<file path="src/rtl/idct_mac_unit.sv">
// Serial 8-tap multiply-accumulate producing one 1-D IDCT spatial sample x[n].
// Latency: out_valid rises 3 edges after the accept edge of X[7]; minimum 12-cycle block period.
// Backpressure: in_ready drops after X[7] until the output handshake; dout/out_valid hold while out_ready=0.
//
// Ports:
//   clk, rst_n          clock and asynchronous active-low reset
//   pos_n               output index n, latched with coefficient k=0
//   in_valid/in_ready   coefficient handshake, coef_in carries X[k] for k=0..7 in order
//   out_valid/out_ready sample handshake, dout carries the saturated x[n]
module idct_mac_unit #(
  parameter int DIN_W  = 12,
  parameter int DOUT_W = 12
) (
  input  logic                     clk,
  input  logic                     rst_n,
  input  logic [2:0]               pos_n,
  input  logic                     in_valid,
  output logic                     in_ready,
  input  logic signed [DIN_W-1:0]  coef_in,
  output logic                     out_valid,
  input  logic                     out_ready,
  output logic signed [DOUT_W-1:0] dout
);

  localparam int PROD_W = DIN_W + 13;
  localparam int ACC_W  = DIN_W + 16;

  localparam logic [1:0] ST_ACC   = 2'd0;
  localparam logic [1:0] ST_FLUSH = 2'd1;
  localparam logic [1:0] ST_OUT   = 2'd2;

  // Half an LSB of the Q12 result, added before the flooring shift.
  localparam logic signed [ACC_W-1:0] RND_C   = ACC_W'(2048);
  localparam logic signed [ACC_W-1:0] SAT_MAX = ACC_W'((2 ** (DOUT_W - 1)) - 1);
  localparam logic signed [ACC_W-1:0] SAT_MIN = ACC_W'(-(2 ** (DOUT_W - 1)));

  // Q12 cosine constants K[n][k] = round(4096 * C(k)/2 * cos((2n+1)k*pi/16)).
  // Every k=0 entry is 1448 (the 1/sqrt(2) DC weight) and is covered by the default.
  function automatic logic signed [12:0] krom(input logic [2:0] n, input logic [2:0] k);
    logic signed [12:0] v;
    case ({n, k})
      6'o01: v =  13'sd2009;  6'o02: v =  13'sd1892;  6'o03: v =  13'sd1703;
      6'o04: v =  13'sd1448;  6'o05: v =  13'sd1138;  6'o06: v =  13'sd784;
      6'o07: v =  13'sd400;
      6'o11: v =  13'sd1703;  6'o12: v =  13'sd784;   6'o13: v = -13'sd400;
      6'o14: v = -13'sd1448;  6'o15: v = -13'sd2009;  6'o16: v = -13'sd1892;
      6'o17: v = -13'sd1138;
      6'o21: v =  13'sd1138;  6'o22: v = -13'sd784;   6'o23: v = -13'sd2009;
      6'o24: v = -13'sd1448;  6'o25: v =  13'sd400;   6'o26: v =  13'sd1892;
      6'o27: v =  13'sd1703;
      6'o31: v =  13'sd400;   6'o32: v = -13'sd1892;  6'o33: v = -13'sd1138;
      6'o34: v =  13'sd1448;  6'o35: v =  13'sd1703;  6'o36: v = -13'sd784;
      6'o37: v = -13'sd2009;
      6'o41: v = -13'sd400;   6'o42: v = -13'sd1892;  6'o43: v =  13'sd1138;
      6'o44: v =  13'sd1448;  6'o45: v = -13'sd1703;  6'o46: v = -13'sd784;
      6'o47: v =  13'sd2009;
      6'o51: v = -13'sd1138;  6'o52: v = -13'sd784;   6'o53: v =  13'sd2009;
      6'o54: v = -13'sd1448;  6'o55: v = -13'sd400;   6'o56: v =  13'sd1892;
      6'o57: v = -13'sd1703;
      6'o61: v = -13'sd1703;  6'o62: v =  13'sd784;   6'o63: v =  13'sd400;
      6'o64: v = -13'sd1448;  6'o65: v =  13'sd2009;  6'o66: v = -13'sd1892;
      6'o67: v =  13'sd1138;
      6'o71: v = -13'sd2009;  6'o72: v =  13'sd1892;  6'o73: v = -13'sd1703;
      6'o74: v =  13'sd1448;  6'o75: v = -13'sd1138;  6'o76: v =  13'sd784;
      6'o77: v = -13'sd400;
      default: v = 13'sd1448;
    endcase
    return v;
  endfunction

  logic [1:0]               state;
  logic [2:0]               k_cnt;
  logic [2:0]               n_q;
  logic [1:0]               fl_cnt;

  // Stage 1: captured coefficient and its index, valid only on the cycle after an accept.
  logic                     s1_vld;
  logic signed [DIN_W-1:0]  x_q;
  logic [2:0]               kx_q;

  logic signed [PROD_W-1:0] mult_res;
  logic signed [ACC_W-1:0]  acc;

  logic                     out_valid_q;
  logic signed [DOUT_W-1:0] dout_q;

  logic                     accept;
  logic signed [12:0]       kval;
  logic signed [PROD_W-1:0] prod;
  logic signed [ACC_W-1:0]  rnd;
  logic signed [ACC_W-1:0]  shr;
  logic signed [DOUT_W-1:0] sat_val;

  // in_ready depends on state only, so no combinational path from out_ready.
  assign in_ready  = (state == ST_ACC);
  assign accept    = in_valid && in_ready;
  assign out_valid = out_valid_q;
  assign dout      = dout_q;

  // n_q already holds the latched index when the k=0 product is formed one edge later.
  assign kval = krom(n_q, kx_q);
  assign prod = PROD_W'(x_q) * PROD_W'(kval);

  // Round half up then floor-shift out the Q12 fraction, clamp to the output range.
  always_comb begin
    rnd     = acc + RND_C;
    shr     = rnd >>> 12;
    sat_val = shr[DOUT_W-1:0];
    if (shr > SAT_MAX) begin
      sat_val = SAT_MAX[DOUT_W-1:0];
    end else if (shr < SAT_MIN) begin
      sat_val = SAT_MIN[DOUT_W-1:0];
    end
  end

  // Multiply / accumulate pipeline. Idle cycles push a zero product, so input
  // gaps neither stall nor double-count products already in flight.
  always_ff @(posedge clk or negedge rst_n) begin
    if (!rst_n) begin
      s1_vld   <= 1'b0;
      x_q      <= '0;
      kx_q     <= '0;
      n_q      <= '0;
      mult_res <= '0;
      acc      <= '0;
    end else begin
      s1_vld <= accept;
      if (accept) begin
        x_q  <= coef_in;
        kx_q <= k_cnt;
        if (k_cnt == 3'd0) begin
          n_q <= pos_n;
        end
      end
      mult_res <= s1_vld ? prod : '0;
      if (state == ST_OUT && out_ready) begin
        acc <= '0;
      end else begin
        acc <= acc + ACC_W'(mult_res);
      end
    end
  end

  // Block sequencing: ACC (take 8 coefficients) -> FLUSH (drain 2 cycles) -> OUT (hold until taken).
  always_ff @(posedge clk or negedge rst_n) begin
    if (!rst_n) begin
      state       <= ST_ACC;
      k_cnt       <= '0;
      fl_cnt      <= '0;
      out_valid_q <= 1'b0;
      dout_q      <= '0;
    end else begin
      case (state)
        ST_ACC: begin
          if (accept) begin
            k_cnt <= k_cnt + 3'd1;
            if (k_cnt == 3'd7) begin
              state  <= ST_FLUSH;
              fl_cnt <= '0;
            end
          end
        end
        ST_FLUSH: begin
          // The final product lands in acc two edges after the last accept.
          if (fl_cnt == 2'd2) begin
            dout_q      <= sat_val;
            out_valid_q <= 1'b1;
            state       <= ST_OUT;
          end else begin
            fl_cnt <= fl_cnt + 2'd1;
          end
        end
        ST_OUT: begin
          if (out_ready) begin
            out_valid_q <= 1'b0;
            k_cnt       <= '0;
            state       <= ST_ACC;
          end
        end
        default: begin
          state <= ST_ACC;
        end
      endcase
    end
  end

endmodule

</file>
<file path="config.mk">
export PLATFORM = sky130hd
export DESIGN_NAME = idct_mac_unit
export DESIGN_NICKNAME = d
export VERILOG_FILES = /design/src/rtl/idct_mac_unit.sv
export SDC_FILE = /design/constraint.sdc
export NUM_CORES = 1
export LEC_CHECK = 0
export CORE_MARGIN = 1
export CORE_UTILIZATION = 60
export CTS_CLUSTER_DIAMETER = 50
export CTS_CLUSTER_SIZE = 16
export DETAILED_ROUTE_END_ITERATION = 8
export PLACE_DENSITY = 0.8
export SETUP_SLACK_MARGIN = 0.3
export SLEW_MARGIN = 15
export SYNTH_ARGS = -nofsm -noshare
export SYNTH_HDL_FRONTEND = slang
export SYNTH_SLANG_ARGS = --single-unit
</file>
<file path="constraint.sdc">
create_clock -name clk -period 9.8 [get_ports clk]
set_input_delay 0.98 -clock clk [delete_from_list [all_inputs] [get_ports clk]]
set_output_delay 0.98 -clock clk [all_outputs]
set_load 0.01 [all_outputs]
</file>
==> impl_metrics.json <==
{
  "coreArea_mm2": 0.0190,
  "hold_path_depth": 2,
  "worstPathMaxFanout": 17,
  "status": "completed",
  "synth-adder-area-share": 0.346,
  "synth.most_common_cell": "inv_1",
  "fmax_ghz": 0.127,
  "min-delay-start": "dout[0]",
  "cts_setup_buffers": 0,
  "required_ps": 10020,
  "synthTopCellsByArea": "fa_1 24%, dfrtp_1 19%, ha_1 10%",
  "remaining_drc_errors": 0,
  "ctsHoldBuffers": 0,
  "synth_top_area_share": 0.242,
  "finalCritPeriodShare": 0.803,
  "relSlewSlack": 0.252,
  "cts_tree": "done",
  "synthesis.area_mm2": 0.0118,
  "rsz0062_at_grt": "no",
  "drv_cap": 0,
  "port_buffers": 32,
  "synth_top_family_by_area": "adder cells",
  "grt_max_degree": 56,
  "yosys.area_share.xor_xnor": 0.0356,
  "num_vias": 9193,
  "viasPerCell": 5.73,
  "antenna_found_initial": 0,
  "firstDrtPassIters": 5,
  "reg2reg_from": "kx_q[1]",
  "die-area_mm2": 0.0203,
  "max_stage_delay_ps": 820,
  "crit_family": "adder cells",
  "fillCellCount": 1563,
  "ys_warn_count": 0,
  "fin_crit_ps": 7870,
  "syn2layout_area_growth_pct": 7.03,
  "drt-met1-wl_mm": 10.7,
  "yosys.area.top_type": "fa_1",
  "crit_slowest_cell": "mux2i_1",
  "fp.dieW_um": 142,
  "cts_max_path_buffers": 2,
  "rows": 50,
  "io_pins": 33,
  "insertion_delay_ps": 360,
  "tightestPinTransition_ps": 1090,
  "cts.htree.levels": 3,
  "first_iter_violations": 572,
  "cts-buffers-inserted": 9,
  "hp-class": "reg -> reg",
  "initial_utilization": 0.621,
  "clk_pin_slew_ps": 70,
  "hold-path-endpoint": "dout[0]",
  "postSynthAreaPerCell_um2": 8.79,
  "yosysSeqAreaShare": 0.195,
  "r2r-end": "mult_res[24]",
  "final_net_count": 1599,
  "wl_per_cell_um": 15.7,
  "syn_nets": 1605,
  "async_flop_share": 1.00,
  "drive_gt1_frac": 0.0454,
  "arrival_ps": 8090,
  "synth-main-ff-cell": "dfrtp_1",
  "cts_sinks": 92,
  "skew_ps": 12.9,
  "die_h_um": 142,
  "postRouteAntennaNets": 0,
  "routabilityCongestion": 0.937,
  "hpwl_mm": 19.7,
  "synth.distinct_cells": 69,
  "path_buf_inv": 4,
  "cp_cell_sequence": "inv_1 -> nor2_1 -> nor2_1 -> mux4_2 -> mux2i_1 -> nand2_1 -> fa_1 -> fa_1 -> inv_1 -> fa_1 -> fa_1 -> inv_1 -> fa_1 -> inv_1 -> ha_1 -> a21oi_1 -> nor3b_1 -> a21oi_1 -> nand2_1 -> a41oi_1 -> a2111oi_0 -> or3_1",
  "synthCells": 1345,
  "muxShareOfSynthArea": 0.0378,
  "finalHoldViolations": 0,
  "setup_tns_ps": 0,
  "slew_viol_final": 0,
  "grt_usage": 0.275,
  "ys_top_cells_by_count": "209 x inv_1, 169 x nand2_1, 143 x fa_1",
  "routed_wl_mm": 25.1,
  "grt-ovfl-total": 0,
  "top_layer": "met4",
  "crit_type": "reg -> reg",
  "cts_resized": 0,
  "ff2ff_setup_slack_ps": 1930,
  "start_kind": "flip-flop",
  "diodes": 0,
  "synth-seq-cells": 92,
  "endpoint_kind": "flip-flop",
  "synth_compound_area_frac": 0.128,
  "rr_worst_depth": 22,
  "yosys.area_share.simple": 0.170,
  "path_common_cell": "fa_1",
  "grt_pass1_vias": 9487,
  "met2WireLength_mm": 12.4,
  "setup_viol": 0,
  "root_buffer": "clkbuf_16",
  "synth-edff-count": 0,
  "grt_pass1_wl_mm": 43.9,
  "dr_wl_met3_mm": 1.29
}
## worst max-delay path by stage
| stage | from | slack, ps | endpoint | depth (start not counted) |
|---|---|---|---|---|
| after global placement | kx_q[1] | 2260 | mult_res[24] | 23 |
| after global routing | kx_q[1] | 1400 | mult_res[24] | 24 |
| after CTS | kx_q[1] | 1950 | mult_res[23] | 23 |
| after floorplan | kx_q[0] | 2980 | mult_res[23] | 26 |
| after detailed placement | kx_q[1] | 1970 | mult_res[23] | 23 |
| final | kx_q[1] | 1930 | mult_res[24] | 22 |
## layout by cell type (no fill, tap or decap), types with 17 or more instances in the layout
cell | synthesis | routed
inv_1 | 209 | 209
nand2_1 | 169 | 169
fa_1 | 143 | 143
ha_1 | 98 | 98
nor2_1 | 96 | 96
dfrtp_1 | 92 | 91
a21oi_1 | 61 | 61
and2_1 | 55 | 55
o21ai_0 | 47 | 47
clkdlybuf4s50_1 | 0 | 31
xnor2_1 | 24 | 24
xor2_1 | 24 | 24
nor3_1 | 22 | 22
a21o_1 | 20 | 20
o211ai_1 | 18 | 18
nand3_1 | 17 | 17
## worst min-delay path: stages, from the launching register on
cell     delay, ps
dfrtp_1        340
nand2_1         50
o21ai_1         60
## registers in the layout, indices dropped and copies added (netlist names)
name and flops:
n_q 3, mult_res 25, k_cnt 3, fl_cnt 2, s1_vld 1, kx_q 3, acc 28, dout 12
state 2, out_valid 1, x_q 12
## cells by family (layout without fill, tap and decap cells)
group,after synthesis,in the layout
buf+inv,271,270
fa+ha+maj,241,241
mux,34,34
compound gates,232,232
simple gates,427,427
xor+xnor,48,48
flops,92,92
## metrics by stage
step	area (um2)	setup slack (ps)	utilization	instances	hold WS (ps)
after floorplan	11800	2980	-	1345	454
final	12600	1930	0.665	1604	481
after global placement	12300	2260	0.647	1588	460
after CTS	12600	1950	0.665	1604	490
after global routing	12600	1400	0.665	1604	514
after detailed placement	12300	1970	0.647	1588	474
## metal layers
metal | vias up | GRT usage
met5 | - | 0
met4 | 0 | 0.111
met3 | 51 | 0.0333
met2 | 288 | 0.471
met1 | 4490 | 0.354
li1 | 4364 | -
## area by class of cell
cell class | instances | area, um2 | area share
clock buffers | 10 | 229 | 0.0181
flip-flops and latches | 92 | 2300 | 0.182
repair buffers | 44 | 408 | 0.0322
inverters | 210 | 788 | 0.0623
well taps | 260 | 325 | 0.0257
multi-input cells | 982 | 8480 | 0.670
clock inverters | 6 | 119 | 0.00940
Power is not shown: default switching activity piles up to over one toggle a cycle in this logic, so the estimate is an artifact.
==> RTL edit 1: new RTL, config.mk and constraints unchanged <==
Change the parameter `DOUT_W` from 12 to 13.
--- a/src/rtl/idct_mac_unit.sv
+++ b/src/rtl/idct_mac_unit.sv
@@ -9,7 +9,7 @@
 //   out_valid/out_ready sample handshake, dout carries the saturated x[n]
 module idct_mac_unit #(
   parameter int DIN_W  = 12,
-  parameter int DOUT_W = 12
+  parameter int DOUT_W = 13
 ) (
   input  logic                     clk,
   input  logic                     rst_n,
Ports: changed (resized dout); port bits go from 33 to 34. The function was not compared with the original's and may differ.
==> RTL edit 1 against the original RTL <==
  * Cell count grew 1.7%
  * Sequential share of layout area is 0.096 points higher
  * Fmax grew 0.58%
  * Area after synthesis grew 1.2%
  * Highest routed layer unchanged
  * Setup slack improved by 0.046 ns
  * Final area is 0.55% higher
  * Sequential cell count is 1 higher
  * Via count up 2.1%
  * Wire length rose by 6.9%
  * Non-clock buffer count is the same
  * Hold slack better by 0.0034 ns
Power is not shown: default switching activity piles up to over one toggle a cycle in this logic, so the estimate is an artifact.
==> RTL edit 1: results (changes against the original RTL) <==
Worst EP arrival 8.07 ns (was 8.09 ns); end point of the worst hold path dout[1] (was dout[0]); Syn. warnings 0 (unchanged); Hold Crit Start dout[1] (was dout[0]); number of global-route vias before repair 9,650 (was 9,487); Clk Latency, worst-skew pair 0.36 ns (about the same); hold_ws 0.484 ns (was 0.481 ns); reg2reg path depth 24 (was 22); Post-Place Worst Slack 2.08 ns (was 1.97 ns); Placer Congestion 0.977 (was 0.937); Worst Max-Slew Pin Slew 1.12 ns (was 1.09 ns); via count 9,387 (was 9,193); share of cells above drive strength 1 4.68% (was 4.54%); final WL 26.8 mm (was 25.1 mm); Crit Path Max Fanout 15 (was 17); via/cell ratio 5.75 (was 5.73); leading post-synthesis cells by cell area fa_1, dfrtp_1, ha_1 (unchanged); R2R setup slack 1.98 ns (was 1.93 ns); outcome finished clean (unchanged); Seq/Total Area, Yosys 19.5% (about the same); Placed Area 12,400 um^2 (was 12,300 um^2); CP max stage cell a21oi_1 (was mux2i_1); pin count of the biggest net entering global routing 73 (was 56); skew final 0.00750 ns (was 0.0129 ns); DR iter-0 viols 477 (was 572); port bufs 33 (was 32)
-- RTL edit 1: critical path, delay by kind of cell, from the launching register on --
kind            cells  cell delay [ns]
buf+inv             4             0.49
xor+xnor            1             0.11
simple gates        5             0.90
compound gates      7             2.22
fa+ha+maj           7             3.34
flops               1             0.66
-- RTL edit 1: worst max path at each step --
stage                         endpoint  slack, ns  cells after the start
after floorplan           mult_res[24]       3.04                     26
after global placement    mult_res[24]       2.26                     24
after detailed placement  mult_res[22]       2.08                     24
after CTS                 mult_res[22]       2.04                     24
after global routing      mult_res[22]       1.44                     23
final                     mult_res[24]       1.98                     24
-- RTL edit 1: area by class of cell --
class / count / area [um^2]
clock inverters: 5 / 50.0
flip-flops and latches: 93 / 2330
inverters: 217 / 815
fillers: 1638 / 6810
well taps: 265 / 332
repair buffers: 44 / 410
clock buffers: 11 / 243
multi-input cells: 997 / 8540
-- RTL edit 1: metal layers --
layer,part of all wire (%),routed length [um],global-route usage (%),vias to the layer above
met5,0,0,0,-
li1,-,-,-,4442
met2,50,13500,50.3,255
met4,2.9,774,10.7,0
met3,4.5,1200,4.16,59
met1,43,11400,36.9,4631
-- RTL edit 1: kinds of logic (layout without fill, tap and decap cells) --
family,Yosys count,in the layout,synth area share (%)
flip-flops,93,93,19.5
AO/OA/AOI/OAI,241,241,13.1
buffers and inverters,283,277,9.10
multiplexers,30,30,3.41
XOR/XNOR,50,50,3.66
adder cells (fa/ha/maj),241,241,34.2
AND/OR/NAND/NOR,435,435,17.1
==> RTL edit 2: new RTL, same settings <==
Without the edit above. `mult_res` no longer has a reset.
--- a/src/rtl/idct_mac_unit.sv
+++ b/src/rtl/idct_mac_unit.sv
@@ -121,7 +121,6 @@
       x_q      <= '0;
       kx_q     <= '0;
       n_q      <= '0;
-      mult_res <= '0;
       acc      <= '0;
     end else begin
       s1_vld <= accept;
@@ -132,13 +131,16 @@
           n_q <= pos_n;
         end
       end
-      mult_res <= s1_vld ? prod : '0;
       if (state == ST_OUT && out_ready) begin
         acc <= '0;
       end else begin
         acc <= acc + ACC_W'(mult_res);
       end
     end
+  end
+
+  always_ff @(posedge clk) begin
+    mult_res <= s1_vld ? prod : '0;
   end
 
   // Block sequencing: ACC (take 8 coefficients) -> FLUSH (drain 2 cycles) -> OUT (hold until taken).
Function: same outputs for any inputs over 10 cycles, from zero or initial values and one cycle with rst_n low; that may be too few to reach the edited logic, so the function may still have changed.
==> RTL edit 2 against the original RTL <==
  * Highest routed layer unchanged
  * Sequential cell count did not move
  * Cell count rose by 2.7%
  * Clock skew is 0.0019 ns higher
  * Area after synthesis grew 3.0%
  * Wire length up 12%
  * Final area rose by 1.5%
  * Setup slack lost 0.098 ns
  * Global-route usage increased by 1.6 points
  * Fmax down 1.2%
Power is not shown: default switching activity piles up to over one toggle a cycle in this logic, so the estimate is an artifact.
==> RTL edit 2: results (changes against the original RTL) <==
outcome finished clean (unchanged); pin count of the biggest net entering global routing 68 (was 56); Syn. warnings 0 (unchanged); number of global-route vias before repair 9,766 (was 9,487); Antenna Cells 0 (unchanged); clock buffer depth 2 (unchanged); ys async rst share 72.8% (was 100%); syn nets 1,663 (was 1,605); biggest regs acc: 28 flops, mult_res: 25 flops (unchanged); # Post-CTS Setup Buffers 0 (unchanged); Rel. slew slack 16.7% (was 25.2%); first-pass GRT wire length 47.2 mm (was 43.9 mm); Clock transition at path regs 0.07 ns (about the same); Placer Congestion 0.962 (was 0.937); Post-synth top cells inv_1, nand2_1, fa_1, ha_1, nor2_1 (unchanged); Layout Nets 1,638 (was 1,599); DR iter-0 viols 817 (was 572); Worst EP arrival 8.22 ns (was 8.09 ns); share of cells above drive strength 1 5.28% (was 4.54%); leading post-synthesis cells by cell area fa_1, dfrtp_1, ha_1 (unchanged); CTS H-tree depth 3 (unchanged); CP max stage cell a31oi_1 (was mux2i_1); cts bufs inserted 9 (unchanged); via/cell ratio 5.98 (was 5.73); Peak Freq 0.125 GHz (was 0.127 GHz); Crit Path Max Fanout 17 (unchanged); port bufs 32 (unchanged); skew final 0.0148 ns (was 0.0129 ns); slowest stage delay, CP 0.82 ns (about the same); final WL 28.0 mm (was 25.1 mm); post-synthesis cell type count 71 (was 69); drt pass-1 iters 5 (unchanged); Seq/Total Area, Yosys 17.9% (was 19.5%); gr usage total 29.1% (was 27.5%); post_cts resized 0 (unchanged); Detail Placement HPWL 21.3 mm (was 19.7 mm)
## RTL edit 2: logic make-up after synthesis
group / share of synthesized area, %
and+or+nand+nor: 17.8
buffers and inverters: 9.58
AOI/OAI and AO/OA: 13.8
adders and majority gates: 33.6
DFF: 17.9
muxes: 4.86
xor gates and xnor gates: 2.45
## RTL edit 2: area by class of cell
type	count	area (um^2)
clock inverters	6	46.3
clock buffers	10	239
repair buffers	39	370
inverters	223	837
fillers	1641	6820
multi-input cells	1013	8830
well taps	265	332
flip-flops and latches	92	2180
## RTL edit 2: metrics by stage
stage / area [um^2] / utilization [%] / cells / worst slack, ns / hold WS, ns
2_1_floorplan: 12200 / - / 1403 / 2.79 / 0.451
3_3_place_gp: 12500 / 63.8 / 1632 / 2.30 / 0.470
3_5_place_dp: 12500 / 63.8 / 1632 / 1.95 / 0.485
4_1_cts: 12800 / 65.3 / 1648 / 1.91 / 0.500
5_1_grt: 12800 / 65.3 / 1648 / 1.30 / 0.515
6_report: 12800 / 65.3 / 1648 / 1.83 / 0.495
## RTL edit 2: worst paths after layout
path	end	startpoint	depth (start not counted)	slack, ns
worst max-delay path	mult_res[24]	kx_q[1]	23	1.83
worst min-delay path	fl_cnt[0]	fl_cnt[0]	1	0.49
worst max register to register	mult_res[24]	kx_q[1]	23	1.83
worst min register to register	fl_cnt[0]	fl_cnt[0]	1	0.49
max in group asynchronous	n_q[0]	rst_n	1	8.39
min in group asynchronous	x_q[5]	rst_n	1	0.77
## RTL edit 2: routing by layer
metal  GRT usage, %  part of all wire, %  vias up
met5              0                    0        -
met4           10.4                  2.7        0
met3           4.70                  7.0       60
met2           47.3                   48      379
met1           39.3                   43     4846
li1               -                    -     4566
